===== src/rtl/mem_arb_pkg.sv =====
// Shared types and constants for the unified memory-port arbiter.
package mem_arb_pkg;

  typedef enum logic [1:0] {
    ST_IDLE  = 2'd0,
    ST_ISSUE = 2'd1,
    ST_WAIT  = 2'd2,
    ST_RESP  = 2'd3
  } state_t;

  localparam logic SEL_IF = 1'b0;
  localparam logic SEL_DM = 1'b1;

  // Wide enough for the largest latency reload value (MEM_LAT-1 <= 7).
  localparam int unsigned CNT_W = 3;

endpackage


===== src/rtl/mem_port_arbiter_if.sv =====
// Bundle of requester, memory and stall signals around the memory-port arbiter.
interface mem_port_arbiter_if;

  // Handshake: a requester raises *_req with stable address/data and holds it
  // until the matching one-cycle *_ack; rdata is meaningful only in that ack cycle.
  logic        i_if_req;
  logic [31:0] i_if_addr;
  logic        o_if_ack;
  logic [31:0] o_if_rdata;

  logic        i_dm_req;
  logic        i_dm_we;
  logic [31:0] i_dm_addr;
  logic [31:0] i_dm_wdata;
  logic [3:0]  i_dm_be;
  logic        o_dm_ack;
  logic [31:0] o_dm_rdata;

  logic        o_mem_en;
  logic        o_mem_we;
  logic [31:0] o_mem_addr;
  logic [31:0] o_mem_wdata;
  logic [3:0]  o_mem_be;
  logic [31:0] i_mem_rdata;

  logic        o_sel;
  logic        o_stall_if;
  logic        o_stall_dm;

  modport slave (
    input  i_if_req, i_if_addr, i_dm_req, i_dm_we, i_dm_addr, i_dm_wdata, i_dm_be,
           i_mem_rdata,
    output o_if_ack, o_if_rdata, o_dm_ack, o_dm_rdata, o_mem_en, o_mem_we, o_mem_addr,
           o_mem_wdata, o_mem_be, o_sel, o_stall_if, o_stall_dm
  );

  modport master (
    output i_if_req, i_if_addr, i_dm_req, i_dm_we, i_dm_addr, i_dm_wdata, i_dm_be,
           i_mem_rdata,
    input  o_if_ack, o_if_rdata, o_dm_ack, o_dm_rdata, o_mem_en, o_mem_we, o_mem_addr,
           o_mem_wdata, o_mem_be, o_sel, o_stall_if, o_stall_dm
  );

endinterface


===== src/rtl/mem_lat_counter.sv =====
// Loadable down-counter timing the fixed memory latency; done marks the last wait cycle.
module mem_lat_counter #(
  parameter int unsigned W = 3
) (
  input  logic         clk_i,
  input  logic         rst_i,
  input  logic         load_i,
  input  logic [W-1:0] load_val_i,
  input  logic         dec_i,
  output logic         done_o
);

  logic [W-1:0] cnt_q, cnt_d;

  always_comb begin
    cnt_d = cnt_q;
    if (load_i) begin
      cnt_d = load_val_i;
    end else if (dec_i && (cnt_q != '0)) begin
      cnt_d = cnt_q - 1'b1;
    end
  end

  always_ff @(posedge clk_i) begin
    if (rst_i) begin
      cnt_q <= '0;
    end else begin
      cnt_q <= cnt_d;
    end
  end

  assign done_o = (cnt_q == W'(1));

endmodule


===== src/rtl/mux2to1.sv =====
// Plain 2:1 steering multiplexers used across the datapath (32-bit and 4-bit).
module MUX2To1_32bit (
  input  logic [31:0] a_i,
  input  logic [31:0] b_i,
  input  logic        sel_i,
  output logic [31:0] y_o
);
  assign y_o = sel_i ? b_i : a_i;
endmodule

module MUX2To1_4bit (
  input  logic [3:0] a_i,
  input  logic [3:0] b_i,
  input  logic       sel_i,
  output logic [3:0] y_o
);
  assign y_o = sel_i ? b_i : a_i;
endmodule


===== src/rtl/mem_port_arbiter.sv =====
// Arbitrates IF/DM access to the single memory port, sequencing each access
// through IDLE -> ISSUE -> WAIT -> RESP with DM priority bounded by a burst limit.
module mem_port_arbiter
  import mem_arb_pkg::*;
#(
  parameter int unsigned MEM_LAT      = 2,
  parameter int unsigned MAX_DM_BURST = 4
) (
  input  logic                i_clk,
  input  logic                i_rst,
  mem_port_arbiter_if.slave   bus,
  output state_t              o_state,
  output logic [2:0]          o_dm_streak
);

  localparam logic [CNT_W-1:0] LAT_LOAD  = CNT_W'(MEM_LAT - 1);
  localparam logic [2:0]       BURST_MAX = 3'(MAX_DM_BURST);
  localparam bit               LAT_GT1   = (MEM_LAT > 1);

  state_t      state_q, state_d;
  logic        sel_q, sel_d;
  logic        we_q, we_d;
  logic [2:0]  streak_q, streak_d;
  logic        mem_en_q, mem_we_q;
  logic        if_ack_q, dm_ack_q;
  logic [31:0] addr_q, addr_d, wdata_q, wdata_d;
  logic [3:0]  be_q, be_d;

  logic        any_req, if_forced, grant_dm, latch;
  logic        cnt_load, cnt_dec, cnt_done;
  logic [31:0] addr_mux, wdata_mux;
  logic [3:0]  be_mux;

  assign any_req   = bus.i_if_req | bus.i_dm_req;
  // IF is forced in once DM has won BURST_MAX times in a row while IF waited.
  assign if_forced = bus.i_if_req & (streak_q == BURST_MAX);
  assign grant_dm  = bus.i_dm_req & ~if_forced;
  assign latch     = (state_q == ST_IDLE) & any_req;

  always_comb begin
    state_d  = state_q;
    sel_d    = sel_q;
    we_d     = we_q;
    streak_d = streak_q;
    cnt_load = 1'b0;
    cnt_dec  = 1'b0;
    unique case (state_q)
      ST_IDLE: begin
        if (any_req) begin
          sel_d    = grant_dm ? SEL_DM : SEL_IF;
          we_d     = grant_dm & bus.i_dm_we;
          streak_d = (grant_dm && bus.i_if_req) ? streak_q + 3'd1 : 3'd0;
          state_d  = ST_ISSUE;
        end
      end
      ST_ISSUE: begin
        cnt_load = 1'b1;
        state_d  = LAT_GT1 ? ST_WAIT : ST_RESP;
      end
      ST_WAIT: begin
        cnt_dec = 1'b1;
        if (cnt_done) state_d = ST_RESP;
      end
      ST_RESP: begin
        state_d = ST_IDLE;
      end
      default: state_d = ST_IDLE;
    endcase
  end

  // Steering follows the grant being made so the bus is valid in the ISSUE cycle.
  MUX2To1_32bit u_addr_mux (
    .a_i(bus.i_if_addr), .b_i(bus.i_dm_addr), .sel_i(sel_d), .y_o(addr_mux)
  );
  MUX2To1_32bit u_wdata_mux (
    .a_i(32'h0), .b_i(bus.i_dm_wdata), .sel_i(sel_d), .y_o(wdata_mux)
  );
  MUX2To1_4bit u_be_mux (
    .a_i(4'hF), .b_i(bus.i_dm_be), .sel_i(sel_d), .y_o(be_mux)
  );

  always_comb begin
    addr_d  = latch ? addr_mux  : addr_q;
    wdata_d = latch ? wdata_mux : wdata_q;
    be_d    = latch ? be_mux    : be_q;
  end

  mem_lat_counter #(.W(CNT_W)) u_lat_cnt (
    .clk_i      (i_clk),
    .rst_i      (i_rst),
    .load_i     (cnt_load),
    .load_val_i (LAT_LOAD),
    .dec_i      (cnt_dec),
    .done_o     (cnt_done)
  );

  always_ff @(posedge i_clk) begin
    if (i_rst) begin
      state_q  <= ST_IDLE;
      sel_q    <= SEL_IF;
      we_q     <= 1'b0;
      streak_q <= 3'd0;
      mem_en_q <= 1'b0;
      mem_we_q <= 1'b0;
      if_ack_q <= 1'b0;
      dm_ack_q <= 1'b0;
      addr_q   <= '0;
      wdata_q  <= '0;
      be_q     <= '0;
    end else begin
      state_q  <= state_d;
      sel_q    <= sel_d;
      we_q     <= we_d;
      streak_q <= streak_d;
      mem_en_q <= (state_d == ST_ISSUE);
      mem_we_q <= (state_d == ST_ISSUE) & we_d;
      if_ack_q <= (state_d == ST_RESP) & (sel_q == SEL_IF);
      dm_ack_q <= (state_d == ST_RESP) & (sel_q == SEL_DM);
      addr_q   <= addr_d;
      wdata_q  <= wdata_d;
      be_q     <= be_d;
    end
  end

  assign bus.o_sel       = sel_q;
  assign bus.o_mem_en    = mem_en_q;
  assign bus.o_mem_we    = mem_we_q;
  assign bus.o_mem_addr  = addr_q;
  assign bus.o_mem_wdata = wdata_q;
  assign bus.o_mem_be    = be_q;
  assign bus.o_if_ack    = if_ack_q;
  assign bus.o_dm_ack    = dm_ack_q;
  // Read data passes straight through in the ack cycle only; writes return zero.
  assign bus.o_if_rdata  = if_ack_q ? bus.i_mem_rdata : 32'h0;
  assign bus.o_dm_rdata  = (dm_ack_q && !we_q) ? bus.i_mem_rdata : 32'h0;
  assign bus.o_stall_if  = bus.i_if_req & ~if_ack_q;
  assign bus.o_stall_dm  = bus.i_dm_req & ~dm_ack_q;
  assign o_state         = state_q;
  assign o_dm_streak     = streak_q;

endmodule

===== src/flat_wrapper.sv =====
// flat-port wrapper written by rule: the top's interface ports become plain ports
module mem_port_arbiter_flat import mem_arb_pkg::*;
#(
  parameter int unsigned MEM_LAT      = 2,
  parameter int unsigned MAX_DM_BURST = 4
)
  (i_clk, i_rst, o_state, o_dm_streak, bus_i_if_req, bus_i_if_addr, bus_i_dm_req, bus_i_dm_we, bus_i_dm_addr, bus_i_dm_wdata, bus_i_dm_be, bus_i_mem_rdata, bus_o_if_ack, bus_o_if_rdata, bus_o_dm_ack, bus_o_dm_rdata, bus_o_mem_en, bus_o_mem_we, bus_o_mem_addr, bus_o_mem_wdata, bus_o_mem_be, bus_o_sel, bus_o_stall_if, bus_o_stall_dm);
  mem_port_arbiter_if bus_i ();
  input  logic i_clk;
  input  logic i_rst;
  output state_t o_state;
  output logic [2:0] o_dm_streak;
  input wire logic [$bits(bus_i.i_if_req)-1:0] bus_i_if_req;
  input wire logic [$bits(bus_i.i_if_addr)-1:0] bus_i_if_addr;
  input wire logic [$bits(bus_i.i_dm_req)-1:0] bus_i_dm_req;
  input wire logic [$bits(bus_i.i_dm_we)-1:0] bus_i_dm_we;
  input wire logic [$bits(bus_i.i_dm_addr)-1:0] bus_i_dm_addr;
  input wire logic [$bits(bus_i.i_dm_wdata)-1:0] bus_i_dm_wdata;
  input wire logic [$bits(bus_i.i_dm_be)-1:0] bus_i_dm_be;
  input wire logic [$bits(bus_i.i_mem_rdata)-1:0] bus_i_mem_rdata;
  output wire logic [$bits(bus_i.o_if_ack)-1:0] bus_o_if_ack;
  output wire logic [$bits(bus_i.o_if_rdata)-1:0] bus_o_if_rdata;
  output wire logic [$bits(bus_i.o_dm_ack)-1:0] bus_o_dm_ack;
  output wire logic [$bits(bus_i.o_dm_rdata)-1:0] bus_o_dm_rdata;
  output wire logic [$bits(bus_i.o_mem_en)-1:0] bus_o_mem_en;
  output wire logic [$bits(bus_i.o_mem_we)-1:0] bus_o_mem_we;
  output wire logic [$bits(bus_i.o_mem_addr)-1:0] bus_o_mem_addr;
  output wire logic [$bits(bus_i.o_mem_wdata)-1:0] bus_o_mem_wdata;
  output wire logic [$bits(bus_i.o_mem_be)-1:0] bus_o_mem_be;
  output wire logic [$bits(bus_i.o_sel)-1:0] bus_o_sel;
  output wire logic [$bits(bus_i.o_stall_if)-1:0] bus_o_stall_if;
  output wire logic [$bits(bus_i.o_stall_dm)-1:0] bus_o_stall_dm;
  assign bus_i.i_if_req = bus_i_if_req;
  assign bus_i.i_if_addr = bus_i_if_addr;
  assign bus_i.i_dm_req = bus_i_dm_req;
  assign bus_i.i_dm_we = bus_i_dm_we;
  assign bus_i.i_dm_addr = bus_i_dm_addr;
  assign bus_i.i_dm_wdata = bus_i_dm_wdata;
  assign bus_i.i_dm_be = bus_i_dm_be;
  assign bus_i.i_mem_rdata = bus_i_mem_rdata;
  assign bus_o_if_ack = bus_i.o_if_ack;
  assign bus_o_if_rdata = bus_i.o_if_rdata;
  assign bus_o_dm_ack = bus_i.o_dm_ack;
  assign bus_o_dm_rdata = bus_i.o_dm_rdata;
  assign bus_o_mem_en = bus_i.o_mem_en;
  assign bus_o_mem_we = bus_i.o_mem_we;
  assign bus_o_mem_addr = bus_i.o_mem_addr;
  assign bus_o_mem_wdata = bus_i.o_mem_wdata;
  assign bus_o_mem_be = bus_i.o_mem_be;
  assign bus_o_sel = bus_i.o_sel;
  assign bus_o_stall_if = bus_i.o_stall_if;
  assign bus_o_stall_dm = bus_i.o_stall_dm;
  mem_port_arbiter #(.MEM_LAT(MEM_LAT), .MAX_DM_BURST(MAX_DM_BURST)) u_core (.i_clk(i_clk), .i_rst(i_rst), .bus(bus_i), .o_state(o_state), .o_dm_streak(o_dm_streak));
endmodule

===== config.mk =====
export PLATFORM = sky130hd
export DESIGN_NAME = mem_port_arbiter_flat
export DESIGN_NICKNAME = d
export VERILOG_FILES = /design/src/rtl/mem_arb_pkg.sv /design/src/rtl/mem_port_arbiter_if.sv /design/src/rtl/mem_lat_counter.sv /design/src/rtl/mux2to1.sv /design/src/rtl/mem_port_arbiter.sv /design/src/flat_wrapper.sv
export SDC_FILE = /design/constraint.sdc
export NUM_CORES = 1
export LEC_CHECK = 0
export CAP_MARGIN = 30
export CORE_ASPECT_RATIO = 0.8
export CORE_UTILIZATION = 36
export CTS_CLUSTER_DIAMETER = 30
export CTS_CLUSTER_SIZE = 16
export DETAILED_ROUTE_END_ITERATION = 16
export PLACE_DENSITY = 0.82
export RECOVER_POWER = 50
export SETUP_SLACK_MARGIN = 0.05
export SLEW_MARGIN = 20
export SYNTH_ARGS = -nofsm -noshare
export SYNTH_HDL_FRONTEND = slang
export SYNTH_SLANG_ARGS = --single-unit

===== constraint.sdc =====
create_clock -name i_clk -period 1.7 [get_ports i_clk]
set_clock_uncertainty 0.05 [all_clocks]
set_input_delay 0.17 -clock i_clk [delete_from_list [all_inputs] [get_ports i_clk]]
set_output_delay 0.17 -clock i_clk [all_outputs]
set_load 0.1 [all_outputs]

# After elaboration in Yosys (flattened, before gate mapping)
# Index checks and enable logic that the tools add are counted.
# W data, S select, Z words.
# totals
register_bits,82
in_bits,137
out_inout_bits,144
# op_classes
n_mux,18
n_bitwise,14
n_eq_ne,7
n_reduce_logical,9
addsub,2
# op_table
op,n
$mux W32,4
$and A1 B1 Y1,9
$mux W1,9
$pmux W2 S4,1
$eq A2 B2 Y1 const B,3
$eq A2 B1 Y1 const B,2
$mux W2,2
$mux W4,1
$not A1 Y1,4
$add A3 B1 Y3 const B,1
$eq A3 B1 Y1 const B,1
$eq A3 B3 Y1 const B,1
$logic_and A1 B1 Y1,3
$mux W3,1
$reduce_bool A3 Y1,1
$sub A3 B1 Y3 const B,1
$logic_not A2 Y1,1
$reduce_and A2 Y1,1
$reduce_bool A2 Y1,1
$reduce_or A2 Y1,1
$logic_not A1 Y1,1
$or A1 B1 Y1,1

# Logic depth before layout (Yosys ltp)
# Gate-level depths: netlist (run 1).
# logic_depth
depth_word,8
ltp_mapped,7

# Modules after synthesis
# From an unflattened synthesis (run 1), not the netlist that was laid out.
# unflattened
cells_unflattened,537
area_unflattened_um2,4822.1
# by_module_without_submodules
module,cells_each,area_each_um2,n_inst,seq_area_each_um2
mem_port_arbiter,436,3445.8,1,1581.5
MUX2To1_32bit,36,544.3,2,0.0
mem_lat_counter,25,242.7,1,60.1
MUX2To1_4bit,4,45.0,1,0.0

# Least setup slack after synthesis (run 1)
# Ideal clock, no wire load.
# synth_timing
kind,register to output
startpoint,register u_core.dm_ack_q (netlist: u_core.bus.o_dm_ack)
endpoint,output bus_o_dm_rdata[10]
required_ns,1.480
t_arrival_ns,2.249
path_slack_ns,-0.769
path_stages_with_launch,4
cell_sequence,dfxtp_1 nor2b_1 clkbuf_1 and2_1
# synth_via
elab_chain_len,2
# synth_rtl
element,line_no,source
start: declaration,mem_port_arbiter.sv:25,"logic if_ack_q, dm_ack_q;"
start signal: assignment,mem_port_arbiter.sv:118,dm_ack_q <= (state_d == ST_RESP) & (sel_q == SEL_DM);
$logic_and A1 B1 Y1,mem_port_arbiter.sv:135,assign bus.o_dm_rdata = (dm_ack_q && !we_q) ? bus.i_mem_rdata : 32'h0;
$mux W32,mem_port_arbiter.sv:135,
end: declaration,flat_wrapper.sv:24,output wire logic [$bits(bus_i.o_dm_rdata)-1:0] bus_o_dm_rdata;
# Every way passes these cells.

# Worst setup path in the final report (run 1)
# layout_timing
startpoint,register u_core.dm_ack_q (netlist: u_core.bus.o_dm_ack)
endpoint,output bus_o_dm_rdata[14]
# The elaborated chain is that of the path after synthesis.

==> results of run 1 <==
## where the power goes
group          total, mW  internal [mW]  leakage (nW)  switching, mW
Combinational       10.3           3.48          2.73           6.79
Clock               2.15           1.38         0.162          0.775
Sequential          2.96           2.45         0.681          0.509
Total               15.4           7.31          3.57           8.07
## repair_timing
item | CTS | global route
pin swaps | 0 | 9
cloned | 2 | 4
setup buffers | 2 | 8
gates resized for setup | 9 | 10
endpoints found under the setup margin | 36 | 51
## per-layer routing
metal / GRT usage, % / vias up / wire (um)
met3: 7.769 / 45 / 1358
met1: 34.88 / 2272 / 7008
met4: 11.59 / 0 / 576
met2: 51.14 / 255 / 9269
li1: - / 2235 / -
met5: 0 / - / 0
## flip-flops by register name, summed over array words and instances (netlist names)
signal	flops
u_core.bus.o_mem_we	1
u_core.we_q	1
u_core.bus.o_mem_be	4
u_core.u_lat_cnt.cnt_q	3
u_core.bus.o_mem_addr	32
u_core.bus.o_dm_ack	1
u_core.bus.o_sel	1
u_core.bus.o_if_ack	1
u_core.o_dm_streak	3
u_core.o_state	2
u_core.bus.o_mem_en	1
u_core.bus.o_mem_wdata	32
## cell type report
type                            instances  area, um^2  share of cell area, %
Timing Repair Buffer                  320        4512                  49.64
Inverter                                9       41.29                 0.4542
Clock inverter                          4       71.32                 0.7846
Tap cell                              144       180.2                  1.982
Multi-Input combinational cell        320        2361                  25.97
Clock buffer                           12       257.7                  2.836
Sequential cell                        82        1667                  18.33
## worst max-delay path, cell delays in order, from the launching register on
cell	delay [ns]
sky130_fd_sc_hd__dfxtp_4	0.34
sky130_fd_sc_hd__nor2b_4	0.18
sky130_fd_sc_hd__bufbuf_16	0.29
sky130_fd_sc_hd__and2_4	0.15
sky130_fd_sc_hd__buf_12	0.16
## placed cells by master, fill, tap and decap left out, drive strengths merged, types with 4 or more instances in the layout
cell type	synthesis	routed
buf	35	180
clkdlybuf4s50	0	135
dfxtp	82	82
nor2	65	65
and2	65	65
o21ai	44	44
a32oi	33	33
nand3	26	26
a311oi	25	25
clkbuf	13	16
a21oi	10	10
inv	9	10
nor3	9	9
ha	9	9
a31oi	8	8
nor2b	4	4
## cell families (layout without fill, tap and decap cells)
group	after synthesis	after routing	synth area share [%]
AO/OA/AOI/OAI	130	130	26.97
XOR/XNOR	2	2	0.4248
adder cells (fa/ha/maj)	9	9	2.731
buffers and inverters	57	345	7.858
flip-flops	82	82	39.81
multiplexers	1	1	0.2427
AND/OR/NAND/NOR	178	178	21.97
## worst max-delay path by stage
stage / from / to
finish: u_core.bus.o_dm_ack / bus_o_dm_rdata[14]
global route: u_core.bus.o_dm_ack / bus_o_dm_rdata[18]
CTS: u_core.bus.o_dm_ack / bus_o_dm_rdata[4]
detailed placement: bus_i_if_req / u_core.bus.o_if_ack
global placement: bus_i_if_req / u_core.bus.o_mem_addr[8]
floorplan: u_core.bus.o_dm_ack / bus_o_dm_rdata[10]
## Yosys cell counts, types with 2 or more instances
library cell	count	share of area (%)
sky130_fd_sc_hd__and2_1	64	9.7
sky130_fd_sc_hd__nor2b_1	4	0.61
sky130_fd_sc_hd__ha_1	9	2.7
sky130_fd_sc_hd__and3_1	3	0.46
sky130_fd_sc_hd__buf_1	2	0.18
sky130_fd_sc_hd__dfxtp_1	82	40
sky130_fd_sc_hd__o21ai_2	19	4.0
sky130_fd_sc_hd__nor3_1	9	1.1
sky130_fd_sc_hd__buf_12	2	0.97
sky130_fd_sc_hd__clkbuf_1	13	1.2
sky130_fd_sc_hd__a311oi_2	19	6.9
sky130_fd_sc_hd__a32oi_1	33	7.0
sky130_fd_sc_hd__nand3_1	26	3.2
sky130_fd_sc_hd__buf_2	20	2.4
sky130_fd_sc_hd__a31oi_1	8	1.2
sky130_fd_sc_hd__buf_6	3	0.82
sky130_fd_sc_hd__o21ai_0	23	2.8
sky130_fd_sc_hd__buf_4	8	1.5
sky130_fd_sc_hd__a311oi_1	6	1.3
sky130_fd_sc_hd__nand2_1	3	0.27
sky130_fd_sc_hd__a211oi_1	2	0.36
sky130_fd_sc_hd__nor2_1	65	5.9
sky130_fd_sc_hd__a21oi_1	10	1.2
sky130_fd_sc_hd__o21ai_1	2	0.24
sky130_fd_sc_hd__inv_1	9	0.82
==> results.txt, run 1 <==
The run finished with clean final reports. The weighted congestion at the end of routability-driven global placement is 0.9013. The net count after synthesis is between 600 and 700. Of all flip-flops after synthesis, the portion carrying an async set or reset was 0%. The post-synthesis instance total is 459.

The number of vias per cell came out at 5.395. The count of hold buffers inserted by post-cts repair came out at 0. TritonCTS built the clock tree. The share of cells above drive strength 1 came out at 43.78%.

The count of state elements after synthesis came out at about 80. Input and output buffers added on the ports amount to 280. The area of placed instances is 8441 um^2. The worst endpoint data arrival time came out at ~1.5 ns. The reported max-cap violation count is 0. The worst path in the final design needs a cycle of 1.692 ns, including I/O delays and setup. The number of buffers between clock root and the deepest sink is 2. The portion of the clock cycle consumed by the worst path in the final layout is around 100%. The post-DP HPWL is 12.74 mm. The wire length per cell after detailed routing came out at 20.44 um. The final count of pins violating max slew came out at 0. The number of instances on the worst hold path is 5. The total power per unit cell area is about 1700 nW/um^2.

STA classifies the critical path endpoint as a primary output. The worst setup path is launched from a flop. In this run the worst hold path is classified as input port to flop. The first global-routing pass estimated 27.12 mm of wire.

The count of cell types in the netlist is 40. The pre-CTS setup slack came out at -0.1109 ns. 0 antenna diodes ended up in the layout.

Entering global routing, the biggest net connects 45 pins. Counting the fill cells in the layout gives 631. The starting density of the core came out at around 37%.

The number of global-route vias before repair came to 4857. The analysis attributes to cell leakage a power of 3.575 nW. The final routed wirelength across all metal layers is about 18 mm. The startpoint identified for the worst hold timing path is i_rst. The leftover overflow at the end of global routing is 0.

In this run the critical register-to-register path is launched from u_core.o_dm_streak[0]. The setup slack after layout came out at 0.007881 ns. The I/O pin count came out at 281. The floorplan step defined a die boundary enclosing 11890 um^2. STA puts the critical path data required time at 1.48 ns.

The final hold slack came out at 0.2391 ns. The total power draw came out at 15.38 mW. In the synthesized netlist the dominant register cell turns out to be sky130_fd_sc_hd__dfxtp_1. The path with the worst hold slack has its endpoint at u_core.o_state[0]. The Yosys step of the flow raised 0 warnings. The layout overhead on the synthesized area is 120.4%. Derived from the worst setup path, the maximum achievable clock frequency is 0.5910 GHz. The detailed-route DRC error count is 0. The total clock buffers created by CTS came out at 9.

The cell count of the worst reg-to-reg path came out at 7. The mean instance size in the synthesized netlist came out at around 9.0 um^2. The count of placed standard cells including taps is 859.

The number of failing hold endpoints at the final stage is 0. In this run the critical register-to-register path is captured at u_core.bus.o_mem_addr[26]. The placeable core area came out at roughly 11000 um^2. The cell row count came out at 34. The highest net fanout along the worst path came out at 8. The count of flip-flops with a built-in enable after synthesis is 0. Summing every instance area after synthesis gives about 4100 um^2. The setup TNS after final layout is 0 ns. The worst pin sits at a relative slew slack of 60.13%. The initial DRC count is 292.

The worst voltage drop across the vdd grid is 0.0008523 V. The cell at the root of the clock tree is sky130_fd_sc_hd__clkbuf_16. The number of iterations in the first detailed-routing pass came out at 4. The measured slew at the worst slew-check pin is 0.5981 ns.

The layout net count is 888. The via count is between 4000 and 5000. The total global-route track usage is a little under 30%. The slack of the worst reg-to-reg path is 0.03 ns. The die span in y came out at 97.73 um. The insertion delay to the later sink of the worst-skew pair is 0.34 ns. Sequential elements use ~40% of the synthesized area. Setup repair after global routing could not meet its margin everywhere. The floorplan die width came out at 121.7 um.

The post-layout instance count excluding filler cells is 891. The final non-filler cell area is 9090 um^2. The number of antenna violations at the first check in global routing came out at 0. The setup path with the least slack is of type flop to primary output. The clock slew seen by the registers of the worst setup and hold paths came out at 0.06 ns.

The count of nets left with antenna violations once routing finished came out at 0. The H-tree depth is 3. Setup violations remaining at the end of the flow were counted as 0. The TritonCTS sink count is 82.

The end-of-flow core utilization came out at between 80% and 90%.
No activity file was read; power rests on OpenSTA's default activity.
==> run 2: changes to the inputs <==
--- a/config.mk
+++ b/config.mk
@@ -11,10 +11,11 @@
 export CTS_CLUSTER_DIAMETER = 30
 export CTS_CLUSTER_SIZE = 16
 export DETAILED_ROUTE_END_ITERATION = 16
-export PLACE_DENSITY = 0.82
+export PLACE_DENSITY = 0.77
 export RECOVER_POWER = 50
 export SETUP_SLACK_MARGIN = 0.05
 export SLEW_MARGIN = 20
 export SYNTH_ARGS = -nofsm -noshare
 export SYNTH_HDL_FRONTEND = slang
+export SYNTH_HIERARCHICAL = 1
 export SYNTH_SLANG_ARGS = --single-unit
==> results.txt, run 2 <==
The initial DRC count is 267 (-8.6%). The kind of cell with the highest combined delay along the critical path is simple AND/OR/NAND/NOR gates. The mean instance size in the synthesized netlist was 8.980 um^2 (about the same). The die area came out at 13860 um^2 (+17%). The count of hold buffers inserted by post-cts repair is 0 (unchanged). The measured slew at the worst slew-check pin is 0.5919 ns (-0.006189 ns). The number of port buffers came out at 280 (unchanged).

The floorplan die width came out at 131.4 um (+8.0%). The worst endpoint data arrival time came out at 1.99 ns (+0.52 ns). The wire length per cell after detailed routing came out at 19.02 um (-7.0%). The post-DP HPWL came to 13.48 mm (+5.8%). The number of filler cells placed in the layout came out at 883 (+40%). The synthesized-area fraction occupied by ao, oa, aoi and oai cells was 17.05% (-9.9 points).

Among all flip-flop cells after synthesis, the most frequent one is sky130_fd_sc_hd__dfxtp_1. The global-route wire length before repair is 29.01 mm (+7.0%). The count of state elements after synthesis came out at 82 (unchanged). The number of failing setup endpoints in the final timing report is 68 (+68). The sequential share of power is 26.3% (+7.1 points). The routed length on met3 was 1.339 mm (-1.4%). The number of failing hold endpoints at the final stage came to 0 (unchanged). The share of synthesized cell area in and, or, nand and nor gates is 19.72% (-2.2 points). In this run the top signal layer used is met4. The post-synthesis mux area share is 20.55% (+20 points).

The number of buffers between clock root and the deepest sink came out at 2 (unchanged). The setup slack after layout is -0.1212 ns (-0.1291 ns). The total power per unit cell area was 891.9 nW/um^2 (-47%). The number of vias per cell came out at 5.164 (-4.3%). The share of power burned in combinational logic came out at 48.4% (-18 points).

The layout overhead on the synthesized area is 100.2%. The leftover overflow at the end of global routing is 0 (unchanged). Leaving out fill and tap cells, the most frequent cells in the layout are sky130_fd_sc_hd__clkdlybuf4s50_1 (135), sky130_fd_sc_hd__buf_12 (83), sky130_fd_sc_hd__dfxtp_1 (74).

The count of flip-flops with a built-in enable after synthesis came out at 0 (unchanged). The final routed wirelength across all metal layers came to 19.72 mm (+8.3%). The headroom to the max-slew limit came out at 60.71% (+0.58 points).

The number of antenna violations at the first check in global routing is 0 (unchanged). The most common cell after layout, fill and taps aside is sky130_fd_sc_hd__clkdlybuf4s50_1. The worst voltage drop across the vdd grid came to 0.0006864 V (-19%). Yosys attributes the largest share of cell area to sky130_fd_sc_hd__dfxtp_1 (34%), sky130_fd_sc_hd__mux2_4 (19%), sky130_fd_sc_hd__and2_1 (8.3%).

The die span in y came out at 105.5 um (+8.0%). The tightest min-delay check is of the input port to flop type. In the synthesized netlist, the cells that appear most often are sky130_fd_sc_hd__dfxtp_1 (82), sky130_fd_sc_hd__a21oi_1 (73), sky130_fd_sc_hd__nand3_1 (71), sky130_fd_sc_hd__o21ai_0 (70), sky130_fd_sc_hd__and2_1 (64). The final count of pins violating max slew came to 0 (unchanged). The worst setup path is of the flop to flop kind. The fraction of the mapped netlist area in adder cells is 1.297% (-1.4 points). The checks that failed: negative setup slack. Walking the worst path, the cells encountered are buf_4 -> nor2_4 -> nand3_4 -> nand2_8 -> buf_6 -> mux2_4 -> nand3_1 -> a21oi_1.

The antenna diode count came to 0 (unchanged). The net switching power of the design is 3.591 mW (-56%). The count of buffer and inverter cells on the critical path came out at 2 (unchanged).

The kind of launch point of the worst setup path is a flop. The highest cell delay on the worst timing path came out at 0.34 ns (about the same). The wire length on met1 came to 7.504 mm (+7.1%). Yosys instantiated no cell more often than sky130_fd_sc_hd__dfxtp_1.

The total global-route track usage is 26.31% (-3.3 points). The count of cell types in the netlist is 39 (-2.5%). The I/O pin count is 281 (unchanged). The amount of wire on met2 after detailed routing is 10.50 mm (+13%).

The clock tree from TritonCTS is yes. The maximum operating frequency is 0.5491 GHz (-7.1%). The flow ran to the end, but the final reports show violations. The clock slew seen by the registers of the worst setup and hold paths came out at 0.07 ns (about the same). The number of global-route vias before repair was 5375 (+11%).

The remaining number of nets flagged by the antenna check after routing came to 0 (unchanged). The pre-CTS setup slack came out at -0.2745 ns (-0.1636 ns). The cell area after technology mapping came to 4822 um^2 (+17%). The post-synthesis instance total is 537 (+17%). The layout net count is 999 (+13%). The worst endpoint required time came out at 1.87 ns (+0.39 ns). The H-tree depth came out at 3 (unchanged).

The final hold slack was 0.1450 ns (-0.09408 ns). The fraction of registers with async set or reset after synthesis is 0% (unchanged). The setup TNS after final layout came out at -4.341 ns (-4.341 ns). The portion of the clock cycle consumed by the worst path in the final layout was 107.1% (+7.6 points). The maximum number of pins on one net before global-route repair is 73 (+62%).

The root buffer cell chosen for the clock tree is sky130_fd_sc_hd__clkbuf_16. The starting density of the core came out at 37.20% (-0.23 points). Setup repair after global routing could not meet its margin everywhere. The insertion delay to the later sink of the worst-skew pair is 0.33 ns (about the same). The warning count from the yosys run is 6 (+6). The internal power component is 5.021 mW (-31%). The total clock buffers created by CTS came to 9 (unchanged). The final critical path time including I/O delays and setup came out at 1.821 ns (+0.1291 ns). The weighted congestion at the end of routability-driven global placement is 0.8974 (-0.43%). The main combinational cell family by area after synthesis is multiplexers. The via count came out at 5355 (+11%).

The share of total power in the clock network was 25.3% (+11 points). The share of cells above drive strength 1 is 48.26% (+4.5 points). STA classifies the critical path endpoint as a flop.

The highest net fanout along the worst path came out at 9 (+1). The reported max-cap violation count is 0 (unchanged). Summed over all instances, the cell type with the most area after synthesis is sky130_fd_sc_hd__dfxtp_1. The detailed-route DRC error count is 0 (unchanged). The switching part of the total power was 41.69% (-11 points). The TritonCTS sink count came out at 82 (unchanged). The proportion of netlist area held by the largest area contributor came to 34.04% (-5.8 points).

The area share of xor/xnor cells in the synthesized design came out at 0% (-0.42 points). The cell row count is 37 (+8.8%). The slowest stage of the critical path is the sky130_fd_sc_hd__dfxtp_4 cell. The sequential fraction of the synthesis area is 34.04% (-5.8 points).

The placeable core area is 12960 um^2 (+18%). The static power due to leakage came out at 4.099 nW (+15%). The number of iterations in the first detailed-routing pass is 4 (unchanged).
run 2: repair_timing:
action / in CTS / in global routing
gates resized for setup: 42 / 28
hold endpoints to repair: 0 / 0
gates cloned: 5 / 4
setup buffers: 4 / 6
endpoints found under the setup margin: 133 / 92
pin swaps: 3 / 14
run 2: cells by family (layout without fill, tap and decap cells):
family	Yosys count	in the layout
other	2	39
flip-flops	82	82
AND/OR/NAND/NOR	168	168
adder cells (fa/ha/maj)	5	5
buffers and inverters	59	347
multiplexers	68	68
AO/OA/AOI/OAI	153	153
run 2: routing by layer:
metal  GRT usage, %  vias to the layer above
met5              0                        -
met4          6.977                        0
met3          5.532                       33
met2          50.38                      250
met1          29.35                     2578
li1               -                     2494
run 2: power groups by stage:
stage               logic, mW  clock network, mW  registers (mW)
floorplan                1.35                  0            3.75
CTS                      4.11               2.20            2.28
detailed placement       3.92                  0            2.32
global route             4.33               2.28            2.28
finish                   4.17               2.18            2.26
global placement         3.85                  0            2.31
run 2: cell type report:
class / instances / area (um^2) / share of cell area (%)
timing repair buffer: 326 / 3980 / 41.22
multi-input combinational: 433 / 3438 / 35.61
sequential: 82 / 1667 / 17.26
clock buffer: 12 / 257.7 / 2.669
tap: 175 / 219.0 / 2.268
clock inverter: 4 / 72.57 / 0.7516
inverter: 5 / 21.27 / 0.2203
run 2: path summary, 6_finish.rpt:
path,slack (ns),endpoint,from,cells after the start
min reg2reg,0.43,u_core/bus.o_mem_wdata[12],u_core/bus.o_mem_wdata[12],2
max reg2reg,-0.12,u_core/bus.o_mem_addr[13],u_core/o_state[0],8
max,-0.12,u_core/bus.o_mem_addr[13],u_core/o_state[0],8
min,0.15,u_core/u_lat_cnt/cnt_q[2],i_rst,2
run 2: metrics by stage:
| stage | instance area (um^2) | utilization, % | cells | total power [mW] |
|---|---|---|---|---|
| 2_1_floorplan | 5218 | - | 574 | 5.097 |
| 3_3_place_gp | 9012 | 69.53 | 1004 | 6.153 |
| 3_5_place_dp | 9012 | 69.53 | 1004 | 6.244 |
| 4_1_cts | 9696 | 74.80 | 1029 | 8.597 |
| 5_1_grt | 9656 | 74.49 | 1037 | 8.896 |
| 6_report | 9656 | 74.49 | 1037 | 8.612 |
==> run 3: changes to the inputs <==
--- a/config.mk
+++ b/config.mk
@@ -19,3 +19,4 @@
 export SYNTH_HDL_FRONTEND = slang
 export SYNTH_HIERARCHICAL = 1
 export SYNTH_SLANG_ARGS = --single-unit
+export TNS_END_PERCENT = 1
==> results.txt, run 3 (synthesized netlist as in run 2, its figures left out) <==
The run finished, with violations left. The final reports fail on negative setup slack. The cell count of the worst reg-to-reg path came out at 7 (-1). The post-layout instance count excluding filler cells came out at 1023 (-1.4%). The number of buffers between clock root and the deepest sink came to 2 (unchanged). The number of vias per cell was 5.056 (-2.1%).

The portion of the clock cycle consumed by the worst path in the final layout is 104.7% (-2.4 points). In this run the critical register-to-register path is captured at u_core/bus.o_mem_wdata[25]. The number of iterations in the first detailed-routing pass is 5 (+1). The endpoint class of the critical path is a flop. The setup slack after layout came out at -0.08030 ns (+0.04094 ns).

Setup repair after global routing could not meet its margin everywhere. The count of placed standard cells including taps is 1005 (+0.10%). The cell row count came out at 37 (unchanged). The post-DP HPWL is 13.16 mm (-2.4%). The insertion delay to the later sink of the worst-skew pair is 0.33 ns (about the same). The fraction of met2 tracks used by global routing is 46.05% (-4.3 points). The number of failing setup endpoints in the final timing report was 63 (-7.4%). STA classifies the critical path startpoint as a flop. The TritonCTS sink count came out at 82 (unchanged). The remaining number of nets flagged by the antenna check after routing is 0 (unchanged). The maximum operating frequency is 0.5617 GHz (+2.3%). The cell at the root of the clock tree is sky130_fd_sc_hd__clkbuf_16.

The layout overhead on the synthesized area is 91.10%. The number of filler cells placed in the layout is 914 (+3.5%). The die span in y came out at 105.5 um (unchanged). The global-route wire length before repair is 26.77 mm (-7.7%).

The static power due to leakage came to 3.908 nW (-4.7%). The share of cells above drive strength 1 is 41.27% (-7.0 points). The headroom to the max-slew limit is 61.35% (+0.64 points). Leaving out fill and tap cells, the most frequent cells in the layout are sky130_fd_sc_hd__clkdlybuf4s50_1 (135), sky130_fd_sc_hd__buf_12 (82), sky130_fd_sc_hd__dfxtp_1 (74). The number of global-route vias before repair is 5192 (-3.4%). The highest net fanout along the worst path came to 13 (+4). The via count is 5172 (-3.4%). The starting density of the core came out at 37.20% (unchanged). The met3 layer usage reported by global route is 5.435% (-0.096 points).

The weighted congestion at the end of routability-driven global placement is 0.8400 (-6.4%). The wire length per cell after detailed routing was 17.46 um (-8.2%). The die area is 13860 um^2 (unchanged). The worst hold path terminates at u_core/bus.o_mem_en. The final hold slack came out at 0.2072 ns (+0.06215 ns). The number of antenna violations at the first check in global routing came out at 0 (unchanged). The final critical path time including I/O delays and setup came out at 1.780 ns (-0.04094 ns).

The I/O pin count is 281 (unchanged). The final routed wirelength across all metal layers came out at 17.86 mm (-9.4%). The layer with the highest usage is met2. The floorplan die width is 131.4 um (unchanged). The number of failing hold endpoints at the final stage is 0 (unchanged). The worst endpoint data arrival time came out at 1.94 ns (-0.05 ns). The setup TNS after final layout is -2.209 ns (+2.132 ns). The total global-route track usage is 24.45% (-1.9 points). The final non-filler cell area came to 9215 um^2 (-4.6%).

The reported max-cap violation count came to 0 (unchanged). The measured slew at the worst slew-check pin came to 0.5823 ns (-0.009627 ns). The area of placed instances came out at 8872 um^2 (-1.6%). The worst hold path belongs to the class input port to flop. The antenna diode count came out at 0 (unchanged). The met1 track demand over resource is 26.56% (-2.8 points). The worst voltage drop across the vdd grid is 0.0005877 V (-14%). The count of hold buffers inserted by post-cts repair is 0 (unchanged). The number of instances on the worst hold path came to 2 (unchanged).

The placeable core area came out at 12960 um^2 (unchanged). The worst register-to-register path begins at u_core/o_state[1]. The layout net count came out at 985 (-1.4%). The final count of pins violating max slew was 0 (unchanged). The maximum number of pins on one net before global-route repair was 50 (-32%). The total power per unit cell area came out at 870.5 nW/um^2 (-2.4%). TritonCTS built the clock tree.

The H-tree depth came out at 3 (unchanged). The leftover overflow at the end of global routing is 0 (unchanged). The post-CTS repair timing setup buffer count was 0 (-4).

The number of port buffers came out at 280 (unchanged). The worst endpoint required time was 1.86 ns (about the same). The total clock buffers created by CTS came out at 9 (unchanged). The initial DRC count is 358 (+34%). The library cell used most frequently in the layout, excluding fill and tap cells, is sky130_fd_sc_hd__clkdlybuf4s50_1.

The clock slew seen by the registers of the worst setup and hold paths came out at 0.06 ns (about the same). The pre-CTS setup slack is -0.3621 ns (-0.08767 ns). The detailed-route DRC error count came out at 0 (unchanged). The slack of the worst reg-to-reg path came out at -0.08 ns (+0.04 ns). The critical path is of the flop to flop type. The hold path startpoint is i_rst.
==> run 3: changes by cell type in the layout (fill, tap and decap cells not counted), sizes merged <==
cell / previous run / this run
clkbuf: 34 / 31
buf: 169 / 160
bufinv: 2 / 0
clkinvlp: 1 / 0
clkinv: 1 / 2
==> run 3: repair_timing <==
item	in CTS	in global routing
endpoints found under the setup margin	134	101
gates cloned	0	2
hold endpoints to repair	0	0
resized for setup	12	63
pin swaps	2	29
==> run 3: worst max path at each step <==
stage / slack, ns / cells past startpoint / start / endpoint
floorplan: -0.24 / 9 / u_core/o_state[1] / u_core/bus.o_mem_addr[10]
global placement: -0.28 / 6 / bus_i_if_req / u_core/bus.o_mem_wdata[1]
detailed placement: -0.36 / 6 / bus_i_if_req / u_core/bus.o_mem_addr[28]
CTS: -0.05 / 9 / u_core/o_dm_streak[0] / u_core/bus.o_mem_be[0]
global route: -0.12 / 7 / u_core/o_state[1] / u_core/bus.o_mem_wdata[7]
finish: -0.08 / 7 / u_core/o_state[1] / u_core/bus.o_mem_wdata[25]
==> run 3: cell type report <==
type	count	area (um^2)	share of cell area, %
clock inverter	2	10.01	0.1086
multi-input combinational	433	3304	35.86
timing repair buffer	312	3720	40.37
sequential	82	1667	18.09
clock buffer	14	274.0	2.974
tap	175	219.0	2.376
inverter	5	21.27	0.2308
==> run 3: critical path, cell delays in order (launching register included) <==
cell and delay (ns):
sky130_fd_sc_hd__dfxtp_4 0.34, sky130_fd_sc_hd__or2_4 0.27, sky130_fd_sc_hd__o21ai_4 0.21, sky130_fd_sc_hd__nand2_8 0.12
sky130_fd_sc_hd__clkbuf_16 0.21, sky130_fd_sc_hd__mux2_4 0.32, sky130_fd_sc_hd__nand3_2 0.06, sky130_fd_sc_hd__a21oi_1 0.06
==> run 3: layer usage <==
layer / wire, um / part of all wire [%]
met1: 6930 / 39
met2: 9527 / 53
met3: 1128 / 6.3
met4: 275 / 1.5
met5: 0 / 0
==> run 3: where the power goes <==
part           total, mW  leakage [nW]  switching, mW  internal [mW]
clock network       1.84         0.143          0.733           1.11
registers           2.26         0.680          0.121           2.14
logic               3.92          3.09           2.55           1.37
==> run 3: per-stage QoR <==
stage | power (mW) | util [%]
after floorplan | 5.083 | -
after global routing | 8.317 | 71.09
final | 8.022 | 71.09
after CTS | 8.063 | 71.00
after detailed placement | 6.196 | 68.45
after global placement | 6.105 | 68.45
